$ cat src/rtl/sequential_divider_32by16_pkg.sv
// Shared definitions for the 32-by-16 sequential divider: default operand
// width, FSM state encoding and the step-counter width.
package divider_pkg;

    // Divisor / quotient / remainder width; the dividend is twice as wide.
    localparam int DW_DEFAULT = 16;

    // Divider control states.
    typedef enum logic [1:0] {
        IDLE = 2'd0,
        RUN  = 2'd1,
        DONE = 2'd2
    } state_t;

    // Bits needed to count DW iterations (0 .. DW-1).
    function automatic int step_cnt_w(input int dw);
        return (dw > 1) ? $clog2(dw) : 1;
    endfunction

    localparam int CNT_W = step_cnt_w(DW_DEFAULT);

endpackage

$ cat src/rtl/sequential_divider_32by16_if.sv
// Request/result bundle of the sequential divider.
//
// Handshake: a transfer happens on a rising edge where valid and ready are
// both high. The source holds valid and its payload until that edge and may
// not withdraw valid early; the sink may drive ready without looking at valid.
// Request side: in_valid/in_ready carry dividend/divisor into the divider.
// Result side: out_valid/out_ready carry quotient/remainder/flags out of it.
interface sequential_divider_32by16_if
    import divider_pkg::*;
    #(parameter int DW = DW_DEFAULT) ();

    logic            in_valid;
    logic            in_ready;
    logic [2*DW-1:0] dividend;
    logic [DW-1:0]   divisor;
    logic            out_valid;
    logic            out_ready;
    logic [DW-1:0]   quotient;
    logic [DW-1:0]   remainder;
    logic            div_by_zero;
    logic            overflow;

    // Requester / result consumer side.
    modport master (
        output in_valid, dividend, divisor, out_ready,
        input  in_ready, out_valid, quotient, remainder, div_by_zero, overflow
    );

    // Divider side.
    modport slave (
        input  in_valid, dividend, divisor, out_ready,
        output in_ready, out_valid, quotient, remainder, div_by_zero, overflow
    );

endinterface

$ cat src/rtl/sequential_divider_32by16_div_step.sv
// One restoring radix-2 division iteration (purely combinational).
// Shifts the next dividend bit into the partial remainder and subtracts the
// divisor when it fits, producing one quotient bit.
module div_step
    import divider_pkg::*;
    #(parameter int DW = DW_DEFAULT) (
    input  logic [DW-1:0] i_rem,
    input  logic          i_bit,
    input  logic [DW-1:0] i_divisor,
    output logic [DW-1:0] o_rem,
    output logic          o_qbit
);

    // The shifted remainder needs DW+1 bits: i_rem can be up to divisor-1,
    // so doubling it would lose the carry in a DW-bit value.
    logic [DW:0] w_shift;
    logic [DW:0] w_diff;

    assign w_shift = {i_rem, i_bit};
    assign w_diff  = w_shift - {1'b0, i_divisor};

    // With i_rem < i_divisor, w_shift < 2*divisor, so a non-negative
    // difference always has its MSB clear and a negative one has it set.
    assign o_qbit = ~w_diff[DW];
    assign o_rem  = o_qbit ? w_diff[DW-1:0] : w_shift[DW-1:0];

endmodule

$ cat src/rtl/sequential_divider_32by16.sv
// Sequential unsigned divider: 2*DW-bit dividend by DW-bit divisor,
// one restoring step per clock, DW+1 cycles from accept to result.
// Divide-by-zero and quotient overflow finish one cycle after accept.
// Optional macro DIV_FAST_ZERO_EN: a zero dividend (non-zero divisor) also
// finishes one cycle after accept; without it, it runs the full iteration.
module sequential_divider_32by16
    import divider_pkg::*;
    #(parameter int DW = DW_DEFAULT) (
    input  logic                         clk,
    input  logic                         rst,
    sequential_divider_32by16_if.slave   bus,
    output state_t                       o_dbg_state
);

    localparam int            CW        = step_cnt_w(DW);
    localparam logic [CW-1:0] LAST_STEP = CW'(DW - 1);

    state_t        r_state;
    state_t        w_next_state;

    logic [DW-1:0] r_divisor;
    logic [DW-1:0] r_rem;       // partial remainder, always < r_divisor
    logic [DW-1:0] r_lo;        // remaining dividend bits, quotient shifts in
    logic [CW-1:0] r_cnt;
    logic [DW-1:0] r_quot;
    logic [DW-1:0] r_rem_out;
    logic          r_dbz;
    logic          r_ovf;

    logic          w_in_ready;
    logic          w_out_valid;
    logic          w_accept;
    logic          w_consume;
    logic          w_last_step;
    logic          w_is_dbz;
    logic          w_is_ovf;
    logic          w_is_zero;
    logic          w_early;
    logic [DW-1:0] w_step_rem;
    logic          w_step_q;

    assign w_accept    = bus.in_valid & w_in_ready;
    assign w_consume   = w_out_valid & bus.out_ready;
    assign w_last_step = (r_cnt == LAST_STEP);

    assign w_is_dbz = (bus.divisor == '0);
    // The quotient fits in DW bits only if the upper dividend half is below
    // the divisor; this also guarantees the r_rem < r_divisor invariant.
    assign w_is_ovf = !w_is_dbz && (bus.dividend[2*DW-1:DW] >= bus.divisor);
`ifdef DIV_FAST_ZERO_EN
    assign w_is_zero = !w_is_dbz && (bus.dividend == '0);
`else
    assign w_is_zero = 1'b0;
`endif
    assign w_early = w_is_dbz | w_is_ovf | w_is_zero;

    // Single iteration stage, reused every RUN cycle.
    div_step #(.DW(DW)) u_step (
        .i_rem     (r_rem),
        .i_bit     (r_lo[DW-1]),
        .i_divisor (r_divisor),
        .o_rem     (w_step_rem),
        .o_qbit    (w_step_q)
    );

    // State register.
    always_ff @(posedge clk or negedge rst) begin
        if (!rst) begin
            r_state <= IDLE;
        end else begin
            r_state <= w_next_state;
        end
    end

    // Next-state: accept -> RUN (or straight to DONE), DW steps, hold for consumer.
    always_comb begin
        w_next_state = r_state;
        case (r_state)
            IDLE:    if (w_accept)    w_next_state = w_early ? DONE : RUN;
            RUN:     if (w_last_step) w_next_state = DONE;
            DONE:    if (w_consume)   w_next_state = IDLE;
            default: w_next_state = IDLE;
        endcase
    end

    // Handshake outputs decoded from state only.
    always_comb begin
        w_in_ready  = 1'b0;
        w_out_valid = 1'b0;
        case (r_state)
            IDLE:    w_in_ready  = 1'b1;
            DONE:    w_out_valid = 1'b1;
            default: ;
        endcase
    end

    // Operand capture, iteration and result registers.
    always_ff @(posedge clk or negedge rst) begin
        if (!rst) begin
            r_divisor <= '0;
            r_rem     <= '0;
            r_lo      <= '0;
            r_cnt     <= '0;
            r_quot    <= '0;
            r_rem_out <= '0;
            r_dbz     <= 1'b0;
            r_ovf     <= 1'b0;
        end else if (w_accept) begin
            r_divisor <= bus.divisor;
            r_rem     <= bus.dividend[2*DW-1:DW];
            r_lo      <= bus.dividend[DW-1:0];
            r_cnt     <= '0;
            r_dbz     <= w_is_dbz;
            r_ovf     <= w_is_ovf;
            if (w_is_dbz || w_is_ovf) begin
                r_quot    <= '1;
                r_rem_out <= bus.dividend[DW-1:0];
            end else if (w_is_zero) begin
                r_quot    <= '0;
                r_rem_out <= '0;
            end
        end else if (r_state == RUN) begin
            r_rem <= w_step_rem;
            r_lo  <= {r_lo[DW-2:0], w_step_q};
            r_cnt <= r_cnt + CW'(1);
            if (w_last_step) begin
                r_quot    <= {r_lo[DW-2:0], w_step_q};
                r_rem_out <= w_step_rem;
            end
        end
    end

    assign bus.in_ready    = w_in_ready;
    assign bus.out_valid   = w_out_valid;
    assign bus.quotient    = r_quot;
    assign bus.remainder   = r_rem_out;
    assign bus.div_by_zero = r_dbz;
    assign bus.overflow    = r_ovf;
    assign o_dbg_state     = r_state;

endmodule

$ cat src/flat_wrapper.sv
// flat-port wrapper written by rule: the top's interface ports become plain ports
module sequential_divider_32by16_flat import divider_pkg::*;
#(parameter int DW = DW_DEFAULT)
  (clk, rst, o_dbg_state, bus_in_valid, bus_dividend, bus_divisor, bus_out_ready, bus_in_ready, bus_out_valid, bus_quotient, bus_remainder, bus_div_by_zero, bus_overflow);
  sequential_divider_32by16_if #(.DW(DW)) bus_i ();
  input  logic clk;
  input  logic rst;
  output state_t o_dbg_state;
  input wire logic [$bits(bus_i.in_valid)-1:0] bus_in_valid;
  input wire logic [$bits(bus_i.dividend)-1:0] bus_dividend;
  input wire logic [$bits(bus_i.divisor)-1:0] bus_divisor;
  input wire logic [$bits(bus_i.out_ready)-1:0] bus_out_ready;
  output wire logic [$bits(bus_i.in_ready)-1:0] bus_in_ready;
  output wire logic [$bits(bus_i.out_valid)-1:0] bus_out_valid;
  output wire logic [$bits(bus_i.quotient)-1:0] bus_quotient;
  output wire logic [$bits(bus_i.remainder)-1:0] bus_remainder;
  output wire logic [$bits(bus_i.div_by_zero)-1:0] bus_div_by_zero;
  output wire logic [$bits(bus_i.overflow)-1:0] bus_overflow;
  assign bus_i.in_valid = bus_in_valid;
  assign bus_i.dividend = bus_dividend;
  assign bus_i.divisor = bus_divisor;
  assign bus_i.out_ready = bus_out_ready;
  assign bus_in_ready = bus_i.in_ready;
  assign bus_out_valid = bus_i.out_valid;
  assign bus_quotient = bus_i.quotient;
  assign bus_remainder = bus_i.remainder;
  assign bus_div_by_zero = bus_i.div_by_zero;
  assign bus_overflow = bus_i.overflow;
  sequential_divider_32by16 #(.DW(DW)) u_core (.clk(clk), .rst(rst), .bus(bus_i), .o_dbg_state(o_dbg_state));
endmodule
$ cat config.mk
export PLATFORM = sky130hd
export DESIGN_NAME = sequential_divider_32by16_flat
export DESIGN_NICKNAME = d
export VERILOG_FILES = /design/src/rtl/sequential_divider_32by16_pkg.sv /design/src/rtl/sequential_divider_32by16_if.sv /design/src/rtl/sequential_divider_32by16_div_step.sv /design/src/rtl/sequential_divider_32by16.sv /design/src/flat_wrapper.sv
export SDC_FILE = /design/constraint.sdc
export NUM_CORES = 1
export LEC_CHECK = 0
export CAP_MARGIN = 20
export CORE_ASPECT_RATIO = 1.5
export CORE_MARGIN = 2
export CORE_UTILIZATION = 55
export CTS_BUF_LIST = sky130_fd_sc_hd__clkbuf_8
export DETAILED_ROUTE_END_ITERATION = 6
export PLACE_DENSITY = 0.88
export SYNTH_ARGS = -nofsm -noshare
export SYNTH_HDL_FRONTEND = slang
export SYNTH_SLANG_ARGS = --single-unit
$ cat constraint.sdc
create_clock -name clk -period 3.7 [get_ports clk]
set_clock_uncertainty 0.05 [all_clocks]
set_input_delay 0.37 -clock clk [delete_from_list [all_inputs] [get_ports clk]]
set_output_delay 0.37 -clock clk [all_outputs]
set_load 0.03 [all_outputs]
Yosys cells after proc, flatten, opt, wreduce, memory -nomap -nowiden --
Index checks and enable logic that the tools add are counted.
Word-level totals: logic and storage cells 54, input port bits 52, bits in registers 88, output and inout bits 38
Cells by class: eq/ne operators 7, add/subtract/negate cells 2, mux-type cells 22, magnitude comparators 1, bitwise operators 4, reductions and logical operators 9
Operators with widths (number):
- 16-bit 2-to-1 mux | 13
- 17-bit by 16-bit subtractor with 17-bit output | 1
- 16-bit >= comparator | 1
- 16-bit logical NOT | 1
- 2-bit 2-to-1 mux | 4
- 4-bit 2-to-1 mux | 2
- 2-bit by 1-bit != test with 1-bit output, second input constant | 3
- 2-bit case mux with 3 select lines | 1
- 3-bit AND reduction | 2
- 4-bit by 1-bit adder with 4-bit output, second input constant | 1
- 4-bit == test, second input constant | 1
- 2-bit nonzero test | 2
- 1-bit bitwise AND | 2
- 2-bit by 1-bit == test with 1-bit output, second input constant | 1
- 2-bit == test, second input constant | 1
- 2-bit logical NOT | 1
- 1-bit 2-to-1 mux | 2
- 2-bit != test, second input constant | 1
- 1-bit logical AND | 1
- 1-bit logical NOT | 1
- 1-bit logical OR | 1
- 1-bit NOT | 1
- 1-bit OR | 1

Logic depth before layout (Yosys ltp) --
depth in word-level cells 7, depth in mapped cells 13, depth with buffers taken out 12

Hierarchy --
From an unflattened synthesis, not the netlist that was laid out.
Second synthesis, totals: cell total of the unflattened synthesis 571, area, all modules 5200.0 um^2
Modules (own cells, without submodules):
- sequential_divider_32by16 | times used 1, area each 4187.8 um^2, cells each 443, seq. area each 2202.1 um^2
- div_step | times used 1, area each 1012.2 um^2, cells each 128, seq. area each 0.0 um^2

Worst setup path before layout --
Ideal clock, no wire load.
kind register to register, start register u_core.r_lo[15], end register u_core.r_rem[9], stages on the path, launching flop included 13, path slack 1102 ps, setup time 141 ps, arrival 2407 ps, path buffers 0, cells stage by stage dfrtp_1 > inv_1 > ha_1 > inv_1 > fa_1 > a211oi_2 > o21ai_2 > o31ai_4 > a21o_1 > and3_4 > mux2_4 > nor2_1 > a311oi_2
Between the ends: word-level cells in the longest chain between the ends 4
RTL lines:
- start, declared | line sequential_divider_32by16.sv:23 | logic [DW-1:0] r_lo;
- start signal, assigned | line sequential_divider_32by16.sv:111 | r_lo <= bus.dividend[DW-1:0];
- start signal, assigned | line sequential_divider_32by16.sv:124 | r_lo <= {r_lo[DW-2:0], w_step_q};
- 17-bit by 16-bit subtractor with 17-bit output | line sequential_divider_32by16_div_step.sv:20 | assign w_diff = w_shift - {1'b0, i_divisor};
- 16-bit 2-to-1 mux | line sequential_divider_32by16_div_step.sv:25 | assign o_rem = o_qbit ? w_diff[DW-1:0] : w_shift[DW-1:0];
- 16-bit 2-to-1 mux | line sequential_divider_32by16.sv:122 | end else if (r_state == RUN) begin
- 16-bit 2-to-1 mux | line sequential_divider_32by16.sv:108 | end else if (w_accept) begin
- end signal, assigned | line sequential_divider_32by16.sv:110 | r_rem <= bus.dividend[2*DW-1:DW];
- end signal, assigned | line sequential_divider_32by16.sv:123 | r_rem <= w_step_rem;
- end, declared | line sequential_divider_32by16.sv:22 | logic [DW-1:0] r_rem;
Every way passes these cells. The select of a mux whose other input is x is not followed. A chain may end at the register's enable or synchronous reset.

Final worst setup path --
start register u_core.r_lo[15], end register u_core.r_rem_out[14], in the netlist u_core.bus.remainder[14]
Between the ends: word-level cells in the longest chain between the ends 5
RTL lines:
- 17-bit by 16-bit subtractor with 17-bit output | line sequential_divider_32by16_div_step.sv:20
- 16-bit 2-to-1 mux | line sequential_divider_32by16_div_step.sv:25
- 16-bit 2-to-1 mux | line sequential_divider_32by16.sv:126 | if (w_last_step) begin
- 16-bit 2-to-1 mux | line sequential_divider_32by16.sv:122
- 16-bit 2-to-1 mux | line sequential_divider_32by16.sv:108
- end signal, assigned | line sequential_divider_32by16.sv:117 | r_rem_out <= bus.dividend[DW-1:0];
- end signal, assigned | line sequential_divider_32by16.sv:128 | r_rem_out <= w_step_rem;
- end, declared | line sequential_divider_32by16.sv:26 | logic [DW-1:0] r_rem_out;
Every way passes these cells. The select of a mux whose other input is x is not followed.

==> summary.json <==
{
  "status": {"value": "complete, no violations"},
  "ratio_of_cells_with_drive_above_1_in_the_final_layout": {"value": 7.09, "unit": "%"},
  "share_of_synthesized_flip_flops_with_an_asynchronous_set_or_reset": {"value": 100, "unit": "%"},
  "drc": {"value": 0},
  "final_hold_viol_count": {"value": 0},
  "ctsHtreeMaxLevel": {"value": 3},
  "synth-seq-area-share": {"value": 43.8, "unit": "%"},
  "timing.final.max_slew_violations": {"value": 0},
  "synthDominantAreaCellType": {"value": "sky130_fd_sc_hd__dfrtp_1"},
  "num-nets-final": {"value": 705},
  "gr-usage-all-layers": {"value": 28.2, "unit": "%"},
  "synth_enable_flop_cells": {"value": 0},
  "initial_antenna_violation_count": {"value": 0},
  "final_area": {"value": 0.00614, "unit": "mm²"},
  "finalCritPeriodShare": {"value": 85.0, "unit": "%"},
  "wl_per_cell": {"value": 18.2, "unit": "µm"},
  "antenna_cells": {"value": 0},
  "route.antenna.remaining_nets": {"value": 0},
  "port_buffers": {"value": 89},
  "number_of_distinct_library_cells_after_synthesis": {"value": 56},
  "synth_flop_cell": {"value": "sky130_fd_sc_hd__dfrtp_1"},
  "clock_path_buffers": {"value": 2},
  "timing.max_cap.violations": {"value": 0},
  "setup_repair_after_global_routing_missed_its_margin": {"value": "no"},
  "worstPathRequired": {"value": 3.92, "unit": "ns"},
  "number_of_global_route_vias_before_repair": {"value": 4340},
  "postSynthNetCount": {"value": 624},
  "grt_first_pass_wirelength": {"value": 21300, "unit": "µm"},
  "syn-mean-instance-area": {"value": 9.34, "unit": "µm²"},
  "route.final.wire_length": {"value": 13300, "unit": "µm"},
  "worst-slew-pin-transition": {"value": 0.757, "unit": "ns"},
  "worstSkewPairLatency": {"value": 0.36, "unit": "ns"},
  "path_clk_slew": {"value": 0.09, "unit": "ns"},
  "post-synth-top-count-cell": {"value": "sky130_fd_sc_hd__dfrtp_1"},
  "max_slew_margin": {"value": 49.4, "unit": "%"},
  "syn-cell-area": {"value": 0.00502, "unit": "mm²"},
  "fp.dieW": {"value": 82.0, "unit": "µm"},
  "internal_power": {"value": 3.13, "unit": "mW"},
  "netlist_top_cells_count": {"value": "sky130_fd_sc_hd__dfrtp_1 (88), sky130_fd_sc_hd__nand2_1 (84), sky130_fd_sc_hd__o21ai_0 (41), sky130_fd_sc_hd__inv_1 (35)"},
  "power_density": {"value": 999, "unit": "mW/mm²"},
  "regToRegStartpoint": {"value": "u_core.r_lo[15]"},
  "r2r_setup_slack": {"value": 0.56, "unit": "ns"},
  "rr_worst_depth": {"value": 11},
  "crit-reg2reg-capture": {"value": "u_core.bus.remainder[14]"},
  "clock.fmax": {"value": 318, "unit": "MHz"},
  "power.share.clock": {"value": 9.3, "unit": "%"},
  "gp_congestion": {"value": 0.890},
  "total_leakage_power": {"value": 2.67, "unit": "nW"},
  "clock_buffers_created_by_tritoncts": {"value": 9},
  "crit_path_end": {"value": "u_core.bus.remainder[14]"},
  "p_switching": {"value": 3.00, "unit": "mW"},
  "dr.first_iter.drc_count": {"value": 291},
  "switching_share": {"value": 48.9, "unit": "%"},
  "worst_ep_arrival_time": {"value": 3.36, "unit": "ns"},
  "worst_ir_drop_vdd": {"value": 481, "unit": "µV"},
  "comb_power_share": {"value": 64.0, "unit": "%"},
  "yosys.area.top_type_share": {"value": 43.8, "unit": "%"},
  "placed_cell_area": {"value": 0.00595, "unit": "mm²"},
  "numClockSinks": {"value": 88},
  "vias": {"value": 4367},
  "ys_top_cells_by_area": {"value": "sky130_fd_sc_hd__dfrtp_1 (44%), sky130_fd_sc_hd__ha_1 (8.2%), sky130_fd_sc_hd__nand2_1 (6.3%)"},
  "worst-setup-path-type": {"value": "register to register"},
  "floorplan.initialDensity": {"value": 56.6, "unit": "%"},
  "rows": {"value": 42},
  "timing.final.setup_violations": {"value": 0},
  "pin_count": {"value": 90},
  "root_buffer": {"value": "sky130_fd_sc_hd__clkbuf_8"},
  "sequential_cell_fraction_of_total_power": {"value": 26.7, "unit": "%"},
  "routed_via_density": {"value": 5.97},
  "worstHoldPathType": {"value": "register to register"},
  "pin_count_of_the_biggest_net_entering_global_routing": {"value": 89},
  "floorplan.die.height": {"value": 121, "unit": "µm"},
  "areaGrowthSynthToFinish": {"value": 22.1, "unit": "%"},
  "core_area": {"value": 0.00888, "unit": "mm²"},
  "setup-tns-final": {"value": 0, "unit": "ns"},
  "yosys_warnings": {"value": 0},
  "die_area": {"value": 0.00993, "unit": "mm²"},
  "crit_fanout": {"value": 15},
  "place_hpwl": {"value": 9800, "unit": "µm"},
  "global_route.overflow_total": {"value": 0},
  "dr.pass1.iters": {"value": 5},
  "min_period": {"value": 3.14, "unit": "ns"},
  "timing.critical_path.from": {"value": "u_core.r_lo[15]"},
  "critical_path.startpoint_type": {"value": "register"},
  "ys_ff_latch": {"value": 88},
  "worst_setup_ep_type": {"value": "register"},
  "syn_inst": {"value": 538},
  "cts_tree": {"value": "yes"}
}
==> cell type report <==
type	instances	area, µm²
Timing Repair Buffer	98	978
Clock buffer	9	124
Multi-Input combinational cell	387	2540
Clock inverter	4	25.0
Tap cell	110	138
Inverter	35	131
Fill cell	704	2740
Sequential cell	88	2200
==> critical path, cell delays in order (launching register included) <==
cell and delay [ns]:
sky130_fd_sc_hd__dfrtp_1 0.37, sky130_fd_sc_hd__inv_1 0.09, sky130_fd_sc_hd__ha_1 0.17, sky130_fd_sc_hd__inv_1 0.06
sky130_fd_sc_hd__fa_1 0.43, sky130_fd_sc_hd__a211oi_2 0.26, sky130_fd_sc_hd__o21ai_2 0.15, sky130_fd_sc_hd__o31ai_4 0.30
sky130_fd_sc_hd__a21o_1 0.20, sky130_fd_sc_hd__nand3_2 0.31, sky130_fd_sc_hd__o31a_1 0.43, sky130_fd_sc_hd__a211oi_1 0.24
==> state kept, by name (all words and copies together), names as in the netlist <==
| signal | flops |
|---|---|
| u_core.r_lo | 16 |
| u_core.bus.remainder | 16 |
| u_core.r_rem | 16 |
| u_core.bus.quotient | 16 |
| u_core.bus.overflow | 1 |
| u_core.r_cnt | 4 |
| u_core.bus.div_by_zero | 1 |
| u_core.o_dbg_state | 2 |
| u_core.r_divisor | 16 |
==> what timing repair did <==
| item | 4_1_cts | 5_1_grt |
|---|---|---|
| buffers inserted | 0 | 0 |
| gates resized for setup | 0 | 0 |
| hold endpoints to repair | 0 | 36 |
| hold buffers | 0 | 1 |
| endpoints found under the setup margin | 0 | 0 |
==> power groups by stage <==
stage | clock, mW | combinational [mW] | sequential [mW]
floorplan | 0 | 2.76 | 1.76
global placement | 0 | 3.77 | 1.62
detailed placement | 0 | 3.87 | 1.64
CTS | 0.577 | 3.88 | 1.63
global route | 0.617 | 4.28 | 1.68
finish | 0.573 | 3.92 | 1.64
==> cell families after synthesis <==
kind of cell               Yosys count  synth area share, %
muxes                                8                 1.72
DFF                                 88                 43.8
adders and majority gates           34                 8.62
buffers and inverters               63                 5.73
and+or+nand+nor                    160                 14.2
AOI/OAI and AO/OA                  173                 23.8
xor gates and xnor gates            12                 2.09
==> worst min path at each step <==
stage | from | end | slack, ns | depth (start not counted)
final | u_core.bus.div_by_zero | u_core.bus.div_by_zero | 0.44 | 2
after global routing | u_core.bus.quotient[2] | u_core.bus.quotient[2] | 0.46 | 1
after CTS | rst | u_core.bus.quotient[8] | 0.20 | 1
after detailed placement | u_core.bus.div_by_zero | u_core.bus.div_by_zero | 0.42 | 2
after global placement | u_core.bus.div_by_zero | u_core.bus.div_by_zero | 0.42 | 2
after floorplan | rst | u_core.bus.div_by_zero | 0.02 | 0
==> cells in the final DEF, fill, tap and decap left out, drive strengths merged, types with 10 or more instances in the layout <==
cell type / Yosys / layout
o21ai: 49 / 49
nand2: 84 / 84
xnor2: 10 / 10
a21oi: 36 / 36
o22a: 15 / 15
dfrtp: 88 / 88
nand3: 16 / 16
inv: 35 / 35
ha: 33 / 33
nor2: 27 / 27
a22oi: 22 / 22
o211ai: 12 / 12
clkdlybuf4s50: 0 / 88
==> per-layer routing <==
| metal | global-route usage [%] | wire, µm | part of all wire [%] |
|---|---|---|---|
| met1 | 35.9 | 5470 | 41 |
| met5 | 0 | 0 | 0 |
| met3 | 4.76 | 667 | 5.0 |
| met2 | 45.6 | 6720 | 50 |
| met4 | 14.5 | 458 | 3.4 |
==> stage by stage <==
step	hold WS, ns	utilization (%)	setup WS [ns]	power, mW	instances
2_1_floorplan	0.0244	-	1.10	4.51	538
3_3_place_gp	0.421	67.0	0.599	5.40	716
3_5_place_dp	0.423	67.0	0.534	5.51	716
4_1_cts	0.196	68.7	0.565	6.09	729
5_1_grt	0.459	69.1	0.408	6.57	731
6_report	0.436	69.1	0.556	6.13	731
Power figures use the tool's default switching activity.
